## config.mk

```make
export PLATFORM = sky130hd
export DESIGN_NAME = trigger_conditioner
export DESIGN_NICKNAME = d
export VERILOG_FILES = /design/src/rtl/trigger_conditioner.sv
export SDC_FILE = /design/constraint.sdc
export NUM_CORES = 1
export LEC_CHECK = 0
export CORE_ASPECT_RATIO = 1.2
export CORE_MARGIN = 2
export CORE_UTILIZATION = 50
export CTS_CLUSTER_DIAMETER = 40
export DETAILED_ROUTE_END_ITERATION = 8
export GPL_ROUTABILITY_DRIVEN = 1
export GPL_TIMING_DRIVEN = 0
export PLACE_DENSITY = 0.78
export SETUP_SLACK_MARGIN = 0.2
export SLEW_MARGIN = 40
export SYNTH_ARGS = -nofsm -noshare
export SYNTH_HDL_FRONTEND = slang
export SYNTH_SLANG_ARGS = --single-unit
```

## constraint.sdc

```tcl
create_clock -name clk -period 7.45 [get_ports clk]
set_input_delay 1.1175 -clock clk [delete_from_list [all_inputs] [get_ports clk]]
set_output_delay 1.1175 -clock clk [all_outputs]
set_load 0.03 [all_outputs]
```

## src/rtl/trigger_conditioner.sv

```systemverilog
// Trigger front-end: synchronises and debounces a raw pin, emits a clean level with
// rise/fall pulses, and captures mode/weight configuration on each qualified edge.
module trigger_conditioner #(
  parameter int unsigned WEIGHT_BIT_WIDTH = 8,
  parameter int unsigned DEBOUNCE_WIDTH   = 8,
  parameter int unsigned SYNC_STAGES      = 2
) (
  input  logic                        clk,
  input  logic                        rst,
  input  logic                        trig_raw,
  input  logic [DEBOUNCE_WIDTH-1:0]   debounce_cycles,
  input  logic                        mode_a_in,
  input  logic                        mode_b_in,
  input  logic [WEIGHT_BIT_WIDTH-1:0] weight_in,
  input  logic                        glitch_clr,
  output logic                        trigger_out,
  output logic                        trigger_rise,
  output logic                        trigger_fall,
  output logic                        mode_a,
  output logic                        mode_b,
  output logic [WEIGHT_BIT_WIDTH-1:0] weighted_bits,
  output logic [7:0]                  glitch_cnt
);

  typedef enum logic [1:0] {StLow, StQualH, StHigh, StQualL} state_e;

  state_e                      state_q, state_d;
  logic [SYNC_STAGES-1:0]      sync_chain_q;
  logic                        trig_sync;
  logic [DEBOUNCE_WIDTH-1:0]   cnt_q, cnt_d, cnt_inc;
  logic [DEBOUNCE_WIDTH-1:0]   n_q, n_d, n_eff;
  logic                        qual_rise, qual_fall, glitch;
  logic                        trigger_out_q, trigger_rise_q, trigger_fall_q;
  logic                        mode_a_q, mode_b_q;
  logic [WEIGHT_BIT_WIDTH-1:0] weight_q;
  logic [7:0]                  glitch_cnt_q, glitch_cnt_d;

  assign trig_sync = sync_chain_q[SYNC_STAGES-1];
  assign cnt_inc   = cnt_q + DEBOUNCE_WIDTH'(1);
  assign n_eff     = (debounce_cycles == '0) ? DEBOUNCE_WIDTH'(1) : debounce_cycles;

  // Qualification length is frozen while a qualification is in progress.
  assign n_d = (state_q == StLow || state_q == StHigh) ? n_eff : n_q;

  always_comb begin
    state_d   = state_q;
    cnt_d     = cnt_q;
    qual_rise = 1'b0;
    qual_fall = 1'b0;
    glitch    = 1'b0;
    unique case (state_q)
      StLow: begin
        if (trig_sync) begin
          if (n_q == DEBOUNCE_WIDTH'(1)) begin
            state_d   = StHigh;
            qual_rise = 1'b1;
            cnt_d     = '0;
          end else begin
            state_d = StQualH;
            cnt_d   = DEBOUNCE_WIDTH'(1);
          end
        end
      end
      StQualH: begin
        if (!trig_sync) begin
          state_d = StLow;
          glitch  = 1'b1;
          cnt_d   = '0;
        end else if (cnt_inc == n_q) begin
          state_d   = StHigh;
          qual_rise = 1'b1;
          cnt_d     = '0;
        end else begin
          cnt_d = cnt_inc;
        end
      end
      StHigh: begin
        if (!trig_sync) begin
          if (n_q == DEBOUNCE_WIDTH'(1)) begin
            state_d   = StLow;
            qual_fall = 1'b1;
            cnt_d     = '0;
          end else begin
            state_d = StQualL;
            cnt_d   = DEBOUNCE_WIDTH'(1);
          end
        end
      end
      StQualL: begin
        if (trig_sync) begin
          state_d = StHigh;
          glitch  = 1'b1;
          cnt_d   = '0;
        end else if (cnt_inc == n_q) begin
          state_d   = StLow;
          qual_fall = 1'b1;
          cnt_d     = '0;
        end else begin
          cnt_d = cnt_inc;
        end
      end
    endcase
  end

  // Clear wins over a coincident glitch; count saturates rather than wrapping.
  always_comb begin
    glitch_cnt_d = glitch_cnt_q;
    if (glitch_clr) begin
      glitch_cnt_d = '0;
    end else if (glitch && glitch_cnt_q != 8'hFF) begin
      glitch_cnt_d = glitch_cnt_q + 8'd1;
    end
  end

  always_ff @(posedge clk) begin
    if (rst) begin
      sync_chain_q   <= '0;
      state_q        <= StLow;
      cnt_q          <= '0;
      n_q            <= DEBOUNCE_WIDTH'(1);
      trigger_out_q  <= 1'b0;
      trigger_rise_q <= 1'b0;
      trigger_fall_q <= 1'b0;
      mode_a_q       <= 1'b0;
      mode_b_q       <= 1'b0;
      weight_q       <= '0;
      glitch_cnt_q   <= '0;
    end else begin
      sync_chain_q   <= {sync_chain_q[SYNC_STAGES-2:0], trig_raw};
      state_q        <= state_d;
      cnt_q          <= cnt_d;
      n_q            <= n_d;
      trigger_rise_q <= qual_rise;
      trigger_fall_q <= qual_fall;
      glitch_cnt_q   <= glitch_cnt_d;
      if (qual_rise || qual_fall) begin
        trigger_out_q <= qual_rise;
        mode_a_q      <= mode_a_in;
        mode_b_q      <= mode_b_in;
        weight_q      <= weight_in;
      end
    end
  end

  assign trigger_out   = trigger_out_q;
  assign trigger_rise  = trigger_rise_q;
  assign trigger_fall  = trigger_fall_q;
  assign mode_a        = mode_a_q;
  assign mode_b        = mode_b_q;
  assign weighted_bits = weight_q;
  assign glitch_cnt    = glitch_cnt_q;

endmodule

```

* After elaboration in Yosys (flattened, before gate mapping)
Cells that the tools add are included.
** Cells by class
- $add $sub $neg :: 2
- Multipliers :: 0
- Divide/modulo/power cells :: 0
- $lt $le $gt $ge :: 0
- Equal/unequal tests :: 10
- Shift-type cells :: 0
- Multiplexer cells :: 28
- Bitwise logic cells :: 0
- Reductions and logical operators :: 8
** Operator list (count)
- 8-bit two-way mux :: 6
- 8-bit one-hot mux with 4 select lines :: 1
- 8-bit by 1-bit adder with 8-bit output (second input constant) :: 2
- 2-bit two-way mux :: 8
- 1-bit two-way mux :: 9
- 8-bit by 1-bit equality test with 1-bit output (second input constant) :: 1
- 8-bit equality test :: 1
- 8-bit zero test :: 1
- 8-bit inequality test (second input constant) :: 1
- 2-bit one-hot mux with 4 select lines :: 1
- 3-bit inequality test (second input constant) :: 2
- 1-bit one-hot mux with 2 select lines :: 3
- 2-bit equality test (second input constant) :: 2
- 2-bit inequality test (second input constant) :: 2
- 4-bit AND reduction :: 1
- 2-bit by 1-bit equality test with 1-bit output (second input constant) :: 1
- 2-bit zero test :: 1
- 1-bit logical OR :: 2
- 2-bit AND reduction :: 1
- 2-bit OR reduction :: 1
- 1-bit logical AND :: 1
** Storage, ports and cells
- Flip-flop bits (word level) :: 41
- Latch bits :: 0
- Memory bits (writable) :: 0
- Memory bits (read-only) :: 0
- Output and inout port bits :: 21
- Word-level logic and storage cells :: 59
- Memories kept :: 0

* Depth between registers and ports, before layout
- Word-level depth :: 6
- Depth in mapped cells :: 9
- Gate-level depth less buffers :: 8

* Least setup slack after synthesis
No wires, ideal clock.
- Path kind :: reg2reg
- Start point :: register cnt_q[0]
- End point :: register mode_a_q (netlist: mode_a)
- Setup time :: 0.128 ns
- Data arrival time :: 2.221 ns
- Setup slack :: 5.101 ns
- Stages on the path, launching flop included :: 10
- Clock period less this slack :: 2.349 ns
- Cell sequence :: dfxtp_1 > ha_1 > and3_2 > nand3_2 > xnor2_1 > o41a_1 > nor4_4 > buf_6 > mux2i_1 > nor2_1
** On the way
- Longest elaborated chain between the ends :: 6
- Elaborated cells between the ends (all ways) :: 8
- Classes of those cells :: add/sub (1); eq/ne (1); mux (5); reduce/logical (1)
** Ends and longest elaborated chain
- from (decl) :: RTL line 30 : logic [DEBOUNCE_WIDTH-1:0] cnt_q, cnt_d, cnt_inc;
- from (signal assigned) :: RTL line 131 : cnt_q <= cnt_d;
- 8-bit by 1-bit adder with 8-bit output * :: RTL line 39 : assign cnt_inc = cnt_q + DEBOUNCE_WIDTH'(1);
- 8-bit equality test * :: RTL line 69, 94
- 1-bit two-way mux * :: RTL line 69, 94
- 1-bit two-way mux, on equally long branches :: RTL line 65, 90
- 1-bit one-hot mux with 2 select lines :: RTL line 51 : unique case (state_q)
- 1-bit logical OR * :: RTL line 136 : if (qual_rise || qual_fall) begin
- to (signal assigned) :: RTL line 138 : mode_a_q <= mode_a_in;
- to (decl) :: RTL line 34 : logic mode_a_q, mode_b_q;
Mark *: on every way between the ends. The rest lies on a longest branch, timed or not.
A chain may end at the register's enable or synchronous reset.

* Final worst setup path
- Start point :: register cnt_q[0]
- End point :: register weight_q[2] (netlist: weighted_bits[2])
** On the way
- Longest elaborated chain between the ends :: 6
- Elaborated cells between the ends (all ways) :: 8
- Classes of those cells :: add/sub (1); eq/ne (1); mux (5); reduce/logical (1)
** Ends and longest elaborated chain
- 8-bit by 1-bit adder with 8-bit output * :: RTL line 39
- 8-bit equality test * :: RTL line 69, 94
- 1-bit two-way mux * :: RTL line 69, 94
- 1-bit two-way mux, on equally long branches :: RTL line 65, 90
- 1-bit one-hot mux with 2 select lines :: RTL line 51
- 1-bit logical OR * :: RTL line 136
- to (signal assigned) :: RTL line 140 : weight_q <= weight_in;
- to (decl) :: RTL line 35 : logic [WEIGHT_BIT_WIDTH-1:0] weight_q;
Marked as above.

==> summary.txt <==
worst-margin pin slew: 0.670 ns
Synthesis Warnings: 0
Reg-to-Reg Start: cnt_q[0]
worst path required time: 7.61 ns
final WL: 3880 um
initial core utilization: 52.9%
I/O pin cnt: 43
worst hold endpoint: sync_chain_q[1]
Die Area: 4390 sq um
Setup Crit Path Kind: register to register
CORE AREA: 3660 sq um
Nets: 276
std cell rows: 24
first-pass GRT wire length: 6420 um
multi-input logic area: 1050 sq um
pre-CTS setup slack: 4.83 ns
Root Driver: clkbuf_8
Worst Hold Class: register to register
Fin Setup TNS: 0 ns
fin util: 68.3%
Die Width: 60.8 um
Synth Net Count: 227
Crit. End Element: register
critical-path maximum fanout: 10
WHS: 0.460 ns
hold_sp: sync_chain_q[0]
post-synthesis sequential area ratio: 42.3%
hold depth: 1
pwr dens: 169 nW/um^2
Die Span Y: 72.2 um
count of state elements after synthesis: 41
area of the mapped netlist: 1940 sq um
largest net degree at the start of global routing: 12
Num CTS Buffers: 5
setup ws final: 4.83 ns
Clock transition at path regs: 0.07 ns
Peak supply drop: 0.158 mV
R2R Path End: weighted_bits[2]
area share of fa/ha/maj cells after synthesis: 1.29%
clock skew: 0.00611 ns
H-tree depth: 2
R2R cell count: 9
count of endpoints failing setup in the final report: 0
Max Slew Vio Count: 0
Lkg Pwr: 0.898 nW
TritonRoute pass-1 iters: 4
P&R area growth vs syn: 29.2%
Post-Synth Simple-Gate Area: 24.5%
clock period minus worst slack: 2.62 ns
latest clock arrival within the worst-skew pair: 0.29 ns
Post-route DRC: 0
largest family of logic cells by synthesized area: simple AND/OR/NAND/NOR gates
Max-Cap Viols: 0
Resized Gates After CTS: 0
sequential cell area: 821 sq um
remaining antenna violation count: 0
status: finished clean
RD Place Congestion: 0.771
DR vias/cell: 5.27
Synth Area in Compound Gates: 9.04%
final critical-path share of the clock period: 35.2%
ys async rst share: 0%
most frequent cells in the layout: clkdlybuf4s50_1 (42), dfxtp_1 (41), nor2_1 (31)
total global-route track usage: 19.3%
Total Power: 423 uW
RSZ-0062 raised after global routing: false
vias in the first global route: 1488
DR WL/cell: 12.7 um
Final HPWL DP: 2940 um
Fillers: 316
cts hold-fix bufs: 0
Post-synth EDFFs: 0
CP Launch Type: register
Fin. Hold Viols: 0
relative slew slack: 55.0%
Synth Flop Type: dfxtp_1
CTS sink cnt: 41
# diodes: 0
r2r setup slk: 4.83 ns
PortBufs: 42
Yosys cell types: 51
initial antenna violation count: 0
GR Overflow Total: 0
maximum clock rate: 381 MHz
Post-Synth XOR/XNOR Area: 7.68%
share of cells above drive strength 1: 8.30%
average cell area after synthesis: 9.55 sq um
post-synthesis mux area share: 11.7%
Max Root-Sink Buffers: 2
crit path DAT: 2.78 ns
commonest non-fill, non-tap cell in the layout: clkdlybuf4s50_1
Syn Inst Count: 203
number of DRC markers in iteration 0: 35
via count: 1607
CTS tree: yes
post-CTS setup buffers: 0
-- per-stage QoR --
step                instances  cell area (sq um)
detailed placement        297               2420
floorplan                 203               1940
global route              305               2500
CTS                       305               2500
finish                    305               2500
global placement          297               2420
-- cell usage after synthesis, types with 2 or more instances --
| master | number | share of area (%) |
|---|---|---|
| dfxtp_1 | 41 | 42 |
| nor2_1 | 31 | 6.0 |
| mux2i_1 | 20 | 10 |
| nand2_1 | 10 | 1.9 |
| xor2_1 | 9 | 4.1 |
| xnor2_1 | 8 | 3.6 |
| nand3_1 | 7 | 1.8 |
| nor2b_1 | 7 | 2.3 |
| nor3_1 | 6 | 1.5 |
| a21oi_1 | 5 | 1.3 |
| a31oi_1 | 4 | 1.3 |
| clkbuf_1 | 3 | 0.58 |
| or2_2 | 3 | 0.97 |
| and3_1 | 2 | 0.65 |
| and3_2 | 2 | 0.77 |
| and4_1 | 2 | 0.90 |
| buf_6 | 2 | 1.2 |
| ha_1 | 2 | 1.3 |
| inv_1 | 2 | 0.39 |
| nand4b_1 | 2 | 0.90 |
| nor4_1 | 2 | 0.65 |
| nor4b_1 | 2 | 0.90 |
| o21a_1 | 2 | 0.77 |
| o21ai_0 | 2 | 0.52 |
-- state kept, by name, summed over array words and instances, names as in the netlist --
name and cells:
glitch_cnt 8, n_q 8, sync_chain_q 2, mode_b 1, trigger_rise 1, trigger_fall 1, trigger_out 1, mode_a 1
cnt_q 8, state_q 2, weighted_bits 8
-- metal layers --
layer | share of wire (%) | vias to the layer above | track usage (%)
li1 | - | 816 | -
met1 | 43 | 766 | 22.6
met2 | 53 | 19 | 33.1
met3 | 2.8 | 6 | 4.81
met4 | 1.7 | 0 | 7.25
met5 | 0 | - | 0
-- layout make-up --
| type | instances | area share (%) |
|---|---|---|
| Buffer | 8 | 2.40 |
| Clock buffer | 8 | 3.20 |
| Inverter | 2 | 0.300 |
| Multi-Input combinational cell | 152 | 41.9 |
| Sequential cell | 41 | 32.8 |
| Tap cell | 52 | 2.60 |
| Timing Repair Buffer | 42 | 16.8 |
-- logic make-up after synthesis --
kind of cell               after synthesis
buffers and inverters                   10
DFF                                     41
muxes                                   22
adders and majority gates                2
xor gates and xnor gates                17
AOI/OAI and AO/OA                       25
and+or+nand+nor                         86
-- report_power, final --
group / internal [mW] / switching, mW / total, mW
registers: 0.226 / 0.00700 / 0.233
logic: 0.0284 / 0.0256 / 0.0540
clock network: 0.0665 / 0.0700 / 0.137
total: 0.321 / 0.103 / 0.423
-- worst max path at each step --
stage,startpoint,endpoint,slack [ns],cells after the start
CTS,cnt_q[0],weighted_bits[0],4.80,9
detailed placement,cnt_q[0],weighted_bits[2],4.83,9
global route,cnt_q[0],mode_a,4.60,9
floorplan,cnt_q[0],mode_a,5.10,9
finish,cnt_q[0],weighted_bits[2],4.83,9
global placement,cnt_q[0],mode_a,4.85,9
-- critical path: stages, from the launching register on --
cell and delay [ns]:
dfxtp_1 0.44, ha_1 0.31, and3_2 0.24, nand3_2 0.11
xnor2_1 0.15, o41a_1 0.49, nor4_4 0.29, buf_6 0.20
mux2i_1 0.19, nor2_1 0.06
Power figures use the tool's default switching activity.
